**config.mk**
```make
export PLATFORM = sky130hd
export DESIGN_NAME = vga_scan_driver_flat
export DESIGN_NICKNAME = d
export VERILOG_FILES = /design/src/rtl/vga_scan_driver_if.sv /design/src/rtl/vga_scan_driver.sv /design/src/flat_wrapper.sv
export SDC_FILE = /design/constraint.sdc
export NUM_CORES = 1
export LEC_CHECK = 0
export CORE_MARGIN = 5
export CORE_UTILIZATION = 50
export DETAILED_ROUTE_END_ITERATION = 10
export PLACE_DENSITY = 0.77
export SETUP_SLACK_MARGIN = 0.4
export SLEW_MARGIN = 20
export SYNTH_ARGS = -nofsm -noshare
export SYNTH_HDL_FRONTEND = slang
export SYNTH_SLANG_ARGS = --single-unit
```
**constraint.sdc**
```tcl
create_clock -name clk_vga -period 2.5 [get_ports clk_vga]
set_input_delay 0.5 -clock clk_vga [delete_from_list [all_inputs] [get_ports clk_vga]]
set_output_delay 0.5 -clock clk_vga [all_outputs]
set_load 0.05 [all_outputs]
```
**src/rtl/vga_scan_driver_if.sv**
```systemverilog
// rtl/vga_scan_driver_if.sv - map-module and DAC pin bundle for vga_scan_driver
//
// Purpose: groups the scan coordinates, returned map pixel and VGA pins.
// Signals:
//   mapData     map -> driver  RGB332 pixel {R[2:0],G[2:0],B[1:0]}
//   test_mode   map -> driver  colour-bar select (only used with VGA_TESTPATTERN_EN)
//   CurrentX    driver -> map  pixel column (0 in blanking)
//   CurrentY    driver -> map  pixel row (0 in blanking)
//   vga_r/g/b   driver -> DAC  colour, black outside active video
//   hsync/vsync driver -> DAC  active-low syncs
//   frame_start driver -> sink 1-cycle pulse with pixel (0,0) at the pins
//   active_out  driver -> sink high while the pins carry visible pixels
// Modports: master = scan driver, slave = map module / pin sink.
interface vga_scan_driver_if;
  logic [7:0] mapData;
  logic       test_mode;
  logic [9:0] CurrentX;
  logic [8:0] CurrentY;
  logic [2:0] vga_r;
  logic [2:0] vga_g;
  logic [1:0] vga_b;
  logic       hsync;
  logic       vsync;
  logic       frame_start;
  logic       active_out;

  modport master (
    input  mapData, test_mode,
    output CurrentX, CurrentY, vga_r, vga_g, vga_b,
    output hsync, vsync, frame_start, active_out
  );

  modport slave (
    output mapData, test_mode,
    input  CurrentX, CurrentY, vga_r, vga_g, vga_b,
    input  hsync, vsync, frame_start, active_out
  );
endinterface

```
**src/rtl/vga_scan_driver.sv**
```systemverilog
// rtl/vga_scan_driver.sv - 640x480@60 raster timing master and RGB332 pixel sink
//
// Purpose: runs the h/v scan counters, hands CurrentX/CurrentY to the map
// module, delays sync/active flags by MAP_LATENCY to meet the returned
// mapData, blanks outside active video and registers the VGA pins.
// Counter-to-pin latency is MAP_LATENCY+1 for colour and sync alike.
// Ports:
//   clk_vga  pixel clock (sole clock)
//   rst      synchronous active-high reset
//   vga      vga_scan_driver_if.master (map coordinates/pixel and DAC pins)
// Optional feature: define VGA_TESTPATTERN_EN to build the 8-bar colour
// test pattern selected by test_mode; without it test_mode is ignored.
module vga_scan_driver #(
  parameter int H_ACTIVE    = 640,
  parameter int H_FP        = 16,
  parameter int H_SYNC      = 96,
  parameter int H_BP        = 48,
  parameter int V_ACTIVE    = 480,
  parameter int V_FP        = 10,
  parameter int V_SYNC      = 2,
  parameter int V_BP        = 33,
  parameter int MAP_LATENCY = 1
) (
  input  logic              clk_vga,
  input  logic              rst,
  vga_scan_driver_if.master vga
);

  localparam logic [9:0] H_LAST = 10'(H_ACTIVE + H_FP + H_SYNC + H_BP - 1);
  localparam logic [9:0] V_LAST = 10'(V_ACTIVE + V_FP + V_SYNC + V_BP - 1);
  localparam logic [9:0] HA     = 10'(H_ACTIVE);
  localparam logic [9:0] VA     = 10'(V_ACTIVE);
  localparam logic [9:0] HS_BEG = 10'(H_ACTIVE + H_FP);
  localparam logic [9:0] HS_END = 10'(H_ACTIVE + H_FP + H_SYNC);
  localparam logic [9:0] VS_BEG = 10'(V_ACTIVE + V_FP);
  localparam logic [9:0] VS_END = 10'(V_ACTIVE + V_FP + V_SYNC);

  // Flags produced at the counter stage and carried alongside the map latency.
`ifdef VGA_TESTPATTERN_EN
  typedef struct packed {
    logic       act;
    logic       hs;
    logic       vs;
    logic       fs;
    logic       tm;
    logic [2:0] bar;
  } stage_t;
`else
  typedef struct packed {
    logic act;
    logic hs;
    logic vs;
    logic fs;
  } stage_t;
`endif

  function automatic stage_t idle_stage();
    stage_t s;
    s    = '0;
    s.hs = 1'b1;
    s.vs = 1'b1;
    return s;
  endfunction

`ifdef VGA_TESTPATTERN_EN
  function automatic logic [2:0] bar_of(input logic [9:0] x);
    logic [2:0] b;
    b = 3'd0;
    for (int i = 1; i < 8; i++) begin
      if (x >= 10'(i * 80)) b = 3'(i);
    end
    return b;
  endfunction

  function automatic logic [7:0] bar_color(input logic [2:0] b);
    case (b)
      3'd0:    return 8'hFF;
      3'd1:    return 8'hFC;
      3'd2:    return 8'h1F;
      3'd3:    return 8'h1C;
      3'd4:    return 8'hE3;
      3'd5:    return 8'hE0;
      3'd6:    return 8'h03;
      default: return 8'h00;
    endcase
  endfunction
`else
  logic unused_test_mode;
  assign unused_test_mode = vga.test_mode;
`endif

  logic [9:0] h_cnt_q, h_cnt_d, v_cnt_q, v_cnt_d;
  logic [9:0] cur_x_q, cur_x_d;
  logic [8:0] cur_y_q, cur_y_d;
  stage_t     s0, tail;
  stage_t     dly_q [MAP_LATENCY];
  stage_t     dly_d [MAP_LATENCY];
  logic [7:0] pix;
  logic [7:0] rgb_q, rgb_d;
  logic       hs_q, hs_d, vs_q, vs_d, fs_q, fs_d, act_q, act_d;

  // Scan counters; CurrentX/Y are registered from the next counter value so
  // they stay aligned with h_cnt/v_cnt without a combinational output path.
  always_comb begin
    h_cnt_d = h_cnt_q + 10'd1;
    v_cnt_d = v_cnt_q;
    if (h_cnt_q == H_LAST) begin
      h_cnt_d = '0;
      v_cnt_d = (v_cnt_q == V_LAST) ? 10'd0 : v_cnt_q + 10'd1;
    end
    cur_x_d = '0;
    cur_y_d = '0;
    if ((h_cnt_d < HA) && (v_cnt_d < VA)) begin
      cur_x_d = h_cnt_d;
      cur_y_d = v_cnt_d[8:0];
    end
  end

  always_comb begin
    s0     = idle_stage();
    s0.act = (h_cnt_q < HA) && (v_cnt_q < VA);
    s0.hs  = !((h_cnt_q >= HS_BEG) && (h_cnt_q < HS_END));
    s0.vs  = !((v_cnt_q >= VS_BEG) && (v_cnt_q < VS_END));
    s0.fs  = (h_cnt_q == 10'd0) && (v_cnt_q == 10'd0);
`ifdef VGA_TESTPATTERN_EN
    s0.tm  = vga.test_mode;
    s0.bar = bar_of(cur_x_q);
`endif
    dly_d[0] = s0;
    for (int i = 1; i < MAP_LATENCY; i++) begin
      dly_d[i] = dly_q[i-1];
    end
    tail = dly_q[MAP_LATENCY-1];
    pix  = vga.mapData;
`ifdef VGA_TESTPATTERN_EN
    if (tail.tm) pix = bar_color(tail.bar);
`endif
    rgb_d = tail.act ? pix : 8'h00;
    hs_d  = tail.hs;
    vs_d  = tail.vs;
    fs_d  = tail.fs;
    act_d = tail.act;
  end

  always_ff @(posedge clk_vga) begin
    if (rst) begin
      h_cnt_q <= '0;
      v_cnt_q <= '0;
      cur_x_q <= '0;
      cur_y_q <= '0;
      for (int i = 0; i < MAP_LATENCY; i++) dly_q[i] <= idle_stage();
      rgb_q   <= 8'h00;
      hs_q    <= 1'b1;
      vs_q    <= 1'b1;
      fs_q    <= 1'b0;
      act_q   <= 1'b0;
    end else begin
      h_cnt_q <= h_cnt_d;
      v_cnt_q <= v_cnt_d;
      cur_x_q <= cur_x_d;
      cur_y_q <= cur_y_d;
      dly_q   <= dly_d;
      rgb_q   <= rgb_d;
      hs_q    <= hs_d;
      vs_q    <= vs_d;
      fs_q    <= fs_d;
      act_q   <= act_d;
    end
  end

  assign vga.CurrentX                      = cur_x_q;
  assign vga.CurrentY                      = cur_y_q;
  assign {vga.vga_r, vga.vga_g, vga.vga_b} = rgb_q;
  assign vga.hsync                         = hs_q;
  assign vga.vsync                         = vs_q;
  assign vga.frame_start                   = fs_q;
  assign vga.active_out                    = act_q;

endmodule
```
**src/flat_wrapper.sv**
```systemverilog
// flat-port wrapper written by rule: the top's interface ports become plain ports
module vga_scan_driver_flat 
#(
  parameter int H_ACTIVE    = 640,
  parameter int H_FP        = 16,
  parameter int H_SYNC      = 96,
  parameter int H_BP        = 48,
  parameter int V_ACTIVE    = 480,
  parameter int V_FP        = 10,
  parameter int V_SYNC      = 2,
  parameter int V_BP        = 33,
  parameter int MAP_LATENCY = 1
)
  (clk_vga, rst, vga_mapData, vga_test_mode, vga_CurrentX, vga_CurrentY, vga_vga_r, vga_vga_g, vga_vga_b, vga_hsync, vga_vsync, vga_frame_start, vga_active_out);
  vga_scan_driver_if vga_i ();
  input  logic clk_vga;
  input  logic rst;
  input wire logic [$bits(vga_i.mapData)-1:0] vga_mapData;
  input wire logic [$bits(vga_i.test_mode)-1:0] vga_test_mode;
  output wire logic [$bits(vga_i.CurrentX)-1:0] vga_CurrentX;
  output wire logic [$bits(vga_i.CurrentY)-1:0] vga_CurrentY;
  output wire logic [$bits(vga_i.vga_r)-1:0] vga_vga_r;
  output wire logic [$bits(vga_i.vga_g)-1:0] vga_vga_g;
  output wire logic [$bits(vga_i.vga_b)-1:0] vga_vga_b;
  output wire logic [$bits(vga_i.hsync)-1:0] vga_hsync;
  output wire logic [$bits(vga_i.vsync)-1:0] vga_vsync;
  output wire logic [$bits(vga_i.frame_start)-1:0] vga_frame_start;
  output wire logic [$bits(vga_i.active_out)-1:0] vga_active_out;
  assign vga_i.mapData = vga_mapData;
  assign vga_i.test_mode = vga_test_mode;
  assign vga_CurrentX = vga_i.CurrentX;
  assign vga_CurrentY = vga_i.CurrentY;
  assign vga_vga_r = vga_i.vga_r;
  assign vga_vga_g = vga_i.vga_g;
  assign vga_vga_b = vga_i.vga_b;
  assign vga_hsync = vga_i.hsync;
  assign vga_vsync = vga_i.vsync;
  assign vga_frame_start = vga_i.frame_start;
  assign vga_active_out = vga_i.active_out;
  vga_scan_driver #(.H_ACTIVE(H_ACTIVE), .H_FP(H_FP), .H_SYNC(H_SYNC), .H_BP(H_BP), .V_ACTIVE(V_ACTIVE), .V_FP(V_FP), .V_SYNC(V_SYNC), .V_BP(V_BP), .MAP_LATENCY(MAP_LATENCY)) u_core (.clk_vga(clk_vga), .rst(rst), .vga(vga_i));
endmodule
```
# Word-level counts from Yosys, hierarchy flattened
# Index checks and enable logic that the tools add are counted.
# Widths: inputs -> output; s select.
[totals]
reg_bits = 55
inputBits = 11
elab_cells = 41
[op_classes]
add_sub_neg = 2
order_cmp = 8
eq_ne = 2
muxes = 3
bitwise_logic = 2
n_reduce_logical = 11
[op_table]
columns = ["cell", "count"]
rows = [
  ["$lt 10x10->1 const B", 3],
  ["$lt 10x9->1 const B", 3],
  ["$mux 10", 3],
  ["$add 10x1->10 const B", 2],
  ["$eq 10x10->1 const B", 2],
  ["$logic_not 10->1", 2],
  ["$ge 10x10->1 const B", 1],
  ["$ge 10x9->1 const B", 1],
  ["$logic_and 1x1->1", 5],
  ["$reduce_or 2->1", 2],
  ["$logic_not 1->1", 2],
  ["$not 1->1", 2],
]

# Longest topological paths before layout
[depth]
word_depth = 7
depth_mapped = 8
ltp_nobuf = 7

# Worst setup path before layout
# OpenSTA, ideal clock, no wires.
[synth_path]
kind = "reg-to-reg"
from = "register u_core.h_cnt_q[5]"
to = "register u_core.cur_x_q[9] (netlist: u_core.vga.CurrentX[9])"
arrival_time_ns = 1.995
setup_slack_ns = 0.366
path_stages_with_launch = 7
path_buffers = 1
period_less_slack_ns = 2.134
path_cell_list = "dfxtp_1 or4b_4 nor3_4 a41oi_1 o21bai_2 buf_2 nor3_1"
[synth_via]
elab_chain_len = 6
elab_cells_between_ends = 9
[synth_rtl]
columns = ["item", "line", "rtl"]
rows = [
  ["from (decl)", "vga_scan_driver.sv:92", "logic [9:0] h_cnt_q, h_cnt_d, v_cnt_q, v_cnt_d;"],
  ["from (signal assigned)", "vga_scan_driver.sv:158", "h_cnt_q <= h_cnt_d;"],
  ["$add 10x1->10 or $eq 10x10->1 (tied branches)", "vga_scan_driver.sv:105, vga_scan_driver.sv:107", ""],
  ["$mux 10", "vga_scan_driver.sv:107", "if (h_cnt_q == H_LAST) begin"],
  ["$lt 10x10->1 or $lt 10x9->1 (tied branches)", "vga_scan_driver.sv:113", "if ((h_cnt_d < HA) && (v_cnt_d < VA)) begin"],
  ["$logic_and 1x1->1", "vga_scan_driver.sv:113", ""],
  ["$not 1->1 (no line)", "n/a", ""],
  ["$reduce_or 2->1 (no line)", "n/a", ""],
  ["to (signal assigned)", "vga_scan_driver.sv:160", "cur_x_q <= cur_x_d;"],
  ["to (decl)", "vga_scan_driver.sv:93", "logic [9:0] cur_x_q, cur_x_d;"],
]
# Parallel ways exist; a longest one is shown, timed or not.
# A chain may end at the register's enable or synchronous reset.

# Worst setup path after layout
[layout_path]
from = "register u_core.h_cnt_q[7]"
to = "register u_core.cur_x_q[7] (netlist: u_core.vga.CurrentX[7])"
# Same word-level chain as after synthesis.

==> summary.md <==
| Metric | Value |
|---|---|
| Final setup viols | 0 |
| Chip Height | 74.9 um |
| Number of global-route vias before repair | 1,602 |
| Hold WS | 0.420 ns |
| Outcome | finished clean |
| Fin crit share | 0.891 |
| Total of warnings raised by yosys | 0 |
| Max_cap viols | 0 |
| HPWL Detailed | 3.10 mm |
| Number of vias in the routed layout | 1,735 |
| Register area | 1110 um^2 |
| Drt drc | 0 |
| Syn_nets | 229 |
| Num rows | 23 |
| Worst slew margin | 0.617 |
| CP arrival | 2.43 ns |
| Yosys cell types | 42 |
| First-pass DRT Iterations | 4 |
| Sequential area share after synthesis | 0.523 |
| Share of cells above drive strength 1 | 0.236 |
| Placed Area | 2600 um^2 |
| # H-tree levels | 2 |
| GP Congestion | 0.852 |
| Clock Skew | 0.00342 ns |
| Peak supply drop | 0.000371 V |
| DR iter-0 viols | 102 |
| Setup TNS | 0 ns |
| Post-route cell area | 2910 um^2 |
| Initial core utilization | 0.523 |
| Fillers | 307 |
| Grt total ovfl | 0 |
| Final WL | 4.74 mm |
| Area taken by multi-input logic gates | 1050 um^2 |
| Highest clock rate | 449 MHz |
| Fin. Hold Viols | 0 |
| I/O Pins | 42 |
| Cells after synthesis | 214 |
| Syn avg cell area | 9.85 um^2 |
| Hold_buf cts | 0 |
| Critical path peak fanout | 5 |
| Worst-skew pair later-pin latency | 0.31 ns |
| Die area | 5610 um^2 |
| EDFF count, synth | 0 |
| Crit path kind | reg2reg |
| Top delay family on crit path | simple AND/OR/NAND/NOR gates |
| Ys async rst share | 0 |
| Post-DR wirelength/cell | 14.8 um |
| Final Max Tran Viols | 0 |
| Final ANT Viol Nets | 0 |
| Ys flop type | dfxtp_1 |
| WP buf/inv | 2 |
| Crit-path cells | or4b_4 -> buf_6 -> nor4_4 -> xnor2_2 -> o32ai_4 -> buf_6 -> nor3_2 |
| Tot GR Track Use | 0.184 |
| Req. time, crit path | 2.70 ns |
| Sink Count | 55 |
| Clock-pin slew on the worst setup and hold paths | 0.09 ns |
| Die Span X | 74.9 um |
| Initial antenna violation count | 0 |
| CTS Buf Count | 5 |
| Layout net count | 285 |
| TritonCTS clock tree | built |
| Tightest Pin Transition | 0.569 ns |
| Crit path top cell by count | buf_6 |
| Power per cell area | 516 nW/um^2 |
| Worst Setup End Kind | flop |
| ANT cells | 0 |
| First-pass GRT wire length | 7.56 mm |
| Leakage | 0.00107 uW |
| Clock Path Buffers | 2 |
| RSZ-0062 raised after global routing | yes |
| Critical-path top delay cell | or4b_4 |
| Post-DR vias/cell | 5.40 |
| Slowest Stage Delay on Critical Path | 0.57 ns |
| Power Total | 1500 uW |
| Root Driver | clkbuf_8 |
| Hold crit path type | reg2reg |
| Largest net degree at the start of global routing | 28 |
| Crit path time final | 2.23 ns |
| Cell Area, Synth | 2110 um^2 |
| Number of synthesized register bits | 55 |
| Input/output buffers | 40 |
| Crit path launch type | flop |
| Total core area | 4030 um^2 |
| Layout area overhead | 38.0% |
## stage by stage
step	setup WS, ns	util	std cells
6_report	0.273	0.722	321
5_1_grt	0.179	0.722	321
3_3_place_gp	0.302	0.645	304
3_5_place_dp	0.303	0.645	304
2_1_floorplan	0.405	-	214
4_1_cts	0.335	0.695	319
## registers in the layout, summed over array words and instances, names as in the netlist
name	count
u_core.vga.active_out	1
u_core.vs_d	1
u_core.vga.vsync	1
u_core.vga.CurrentY	9
u_core.hs_d	1
u_core.rgb_q	8
u_core.v_cnt_q	10
u_core.act_d	1
u_core.vga.CurrentX	10
u_core.vga.hsync	1
u_core.fs_d	1
u_core.vga.frame_start	1
u_core.h_cnt_q	10
## final cells by class
cell class	count	area share
Sequential cell	55	0.381
Multi-Input combinational cell	141	0.362
Timing Repair Buffer	60	0.197
Clock buffer	6	0.0250
Tap cell	50	0.0215
Inverter	7	0.00904
Clock inverter	2	0.00430
## cell usage after synthesis, types with 2 or more instances
cell type  count  area, um^2
dfxtp_1       55        1100
nor3_1        25         125
nor2_1        20        75.1
nand2_1       10        37.5
and2_1         9        56.3
nand3_1        9        45.0
xnor2_1        9        78.8
inv_1          7        26.3
clkbuf_1       6        22.5
nand4_1        6        37.5
nor4_1         5        31.3
o21ai_0        5        25.0
ha_1           4        50.1
a21oi_1        3        15.0
and4_1         3        26.3
nor2b_1        3        18.8
or2_2          3        18.8
a21o_1         2        15.0
a22oi_1        2        15.0
and3_1         2        12.5
buf_2          2        10.0
buf_6          2        22.5
nor4b_1        2        17.5
xor2_1         2        17.5
## worst reg2reg max path: stages (launching register included)
cell,delay (ns)
dfxtp_4,0.36
or4b_4,0.57
buf_6,0.15
nor4_4,0.26
xnor2_2,0.14
o32ai_4,0.42
buf_6,0.19
nor3_2,0.05
## worst paths after layout
check                               start                           endpoint  slack [ns]  depth (start not counted)
min                u_core.hs_d$_SDFF_PP1_        u_core.vga.hsync$_SDFF_PP1_        0.42                          1
max reg2reg  u_core.h_cnt_q[7]$_SDFF_PP0_  u_core.vga.CurrentX[7]$_SDFF_PP0_        0.27                          7
max          u_core.h_cnt_q[7]$_SDFF_PP0_  u_core.vga.CurrentX[7]$_SDFF_PP0_        0.27                          7
min reg2reg        u_core.hs_d$_SDFF_PP1_        u_core.vga.hsync$_SDFF_PP1_        0.42                          1
## power breakdown
group          total, uW  switching [uW]  internal [uW]
registers            902            9.89            892
clock network        473             276            196
logic                125            74.1           50.9
total               1500             360           1140
## kinds of logic after synthesis
kind of cell             after synthesis  synth area share
XOR/XNOR                              11            0.0457
AO/OA/AOI/OAI                         19            0.0701
adder cells (fa/ha/maj)                4            0.0238
multiplexers                           1           0.00475
flip-flops                            55             0.523
AND/OR/NAND/NOR                      106             0.291
buffers and inverters                 18            0.0422
## layout by cell type (no fill, tap or decap), types with 2 or more instances in the layout
cell / count
or2_2: 3
dfxtp_1: 51
dfxtp_2: 3
nor4b_1: 2
inv_1: 7
nand2_1: 10
nor3_1: 12
and3_1: 2
clkbuf_8: 5
nor4_4: 2
nor2b_1: 3
nor2_1: 20
nor4_1: 4
a21oi_1: 2
a21o_1: 2
nor3_2: 11
nand4_1: 6
clkdlybuf4s50_1: 40
xnor2_1: 6
buf_6: 6
nor3_4: 3
ha_1: 3
xnor2_2: 3
and2_1: 9
nand3_1: 9
xor2_1: 2
and4_1: 3
buf_4: 14
o21ai_0: 3
## layer usage
layer  wire length, um  part of all wire  track usage  vias to the layer above
li1                  -                 -            -                      858
met3               372             0.078       0.0614                        5
met2              2240              0.47        0.293                       72
met5                 0                 0            0                        -
met4                59             0.012       0.0672                        0
met1              2070              0.44        0.233                      800
## repair_timing
action	in CTS	in global routing
resized for setup	19	19
setup endpoints to repair	21	23
pin swaps	4	14
cloned	2	0
buffers inserted	5	2
(Power assumes the default switching activity.)
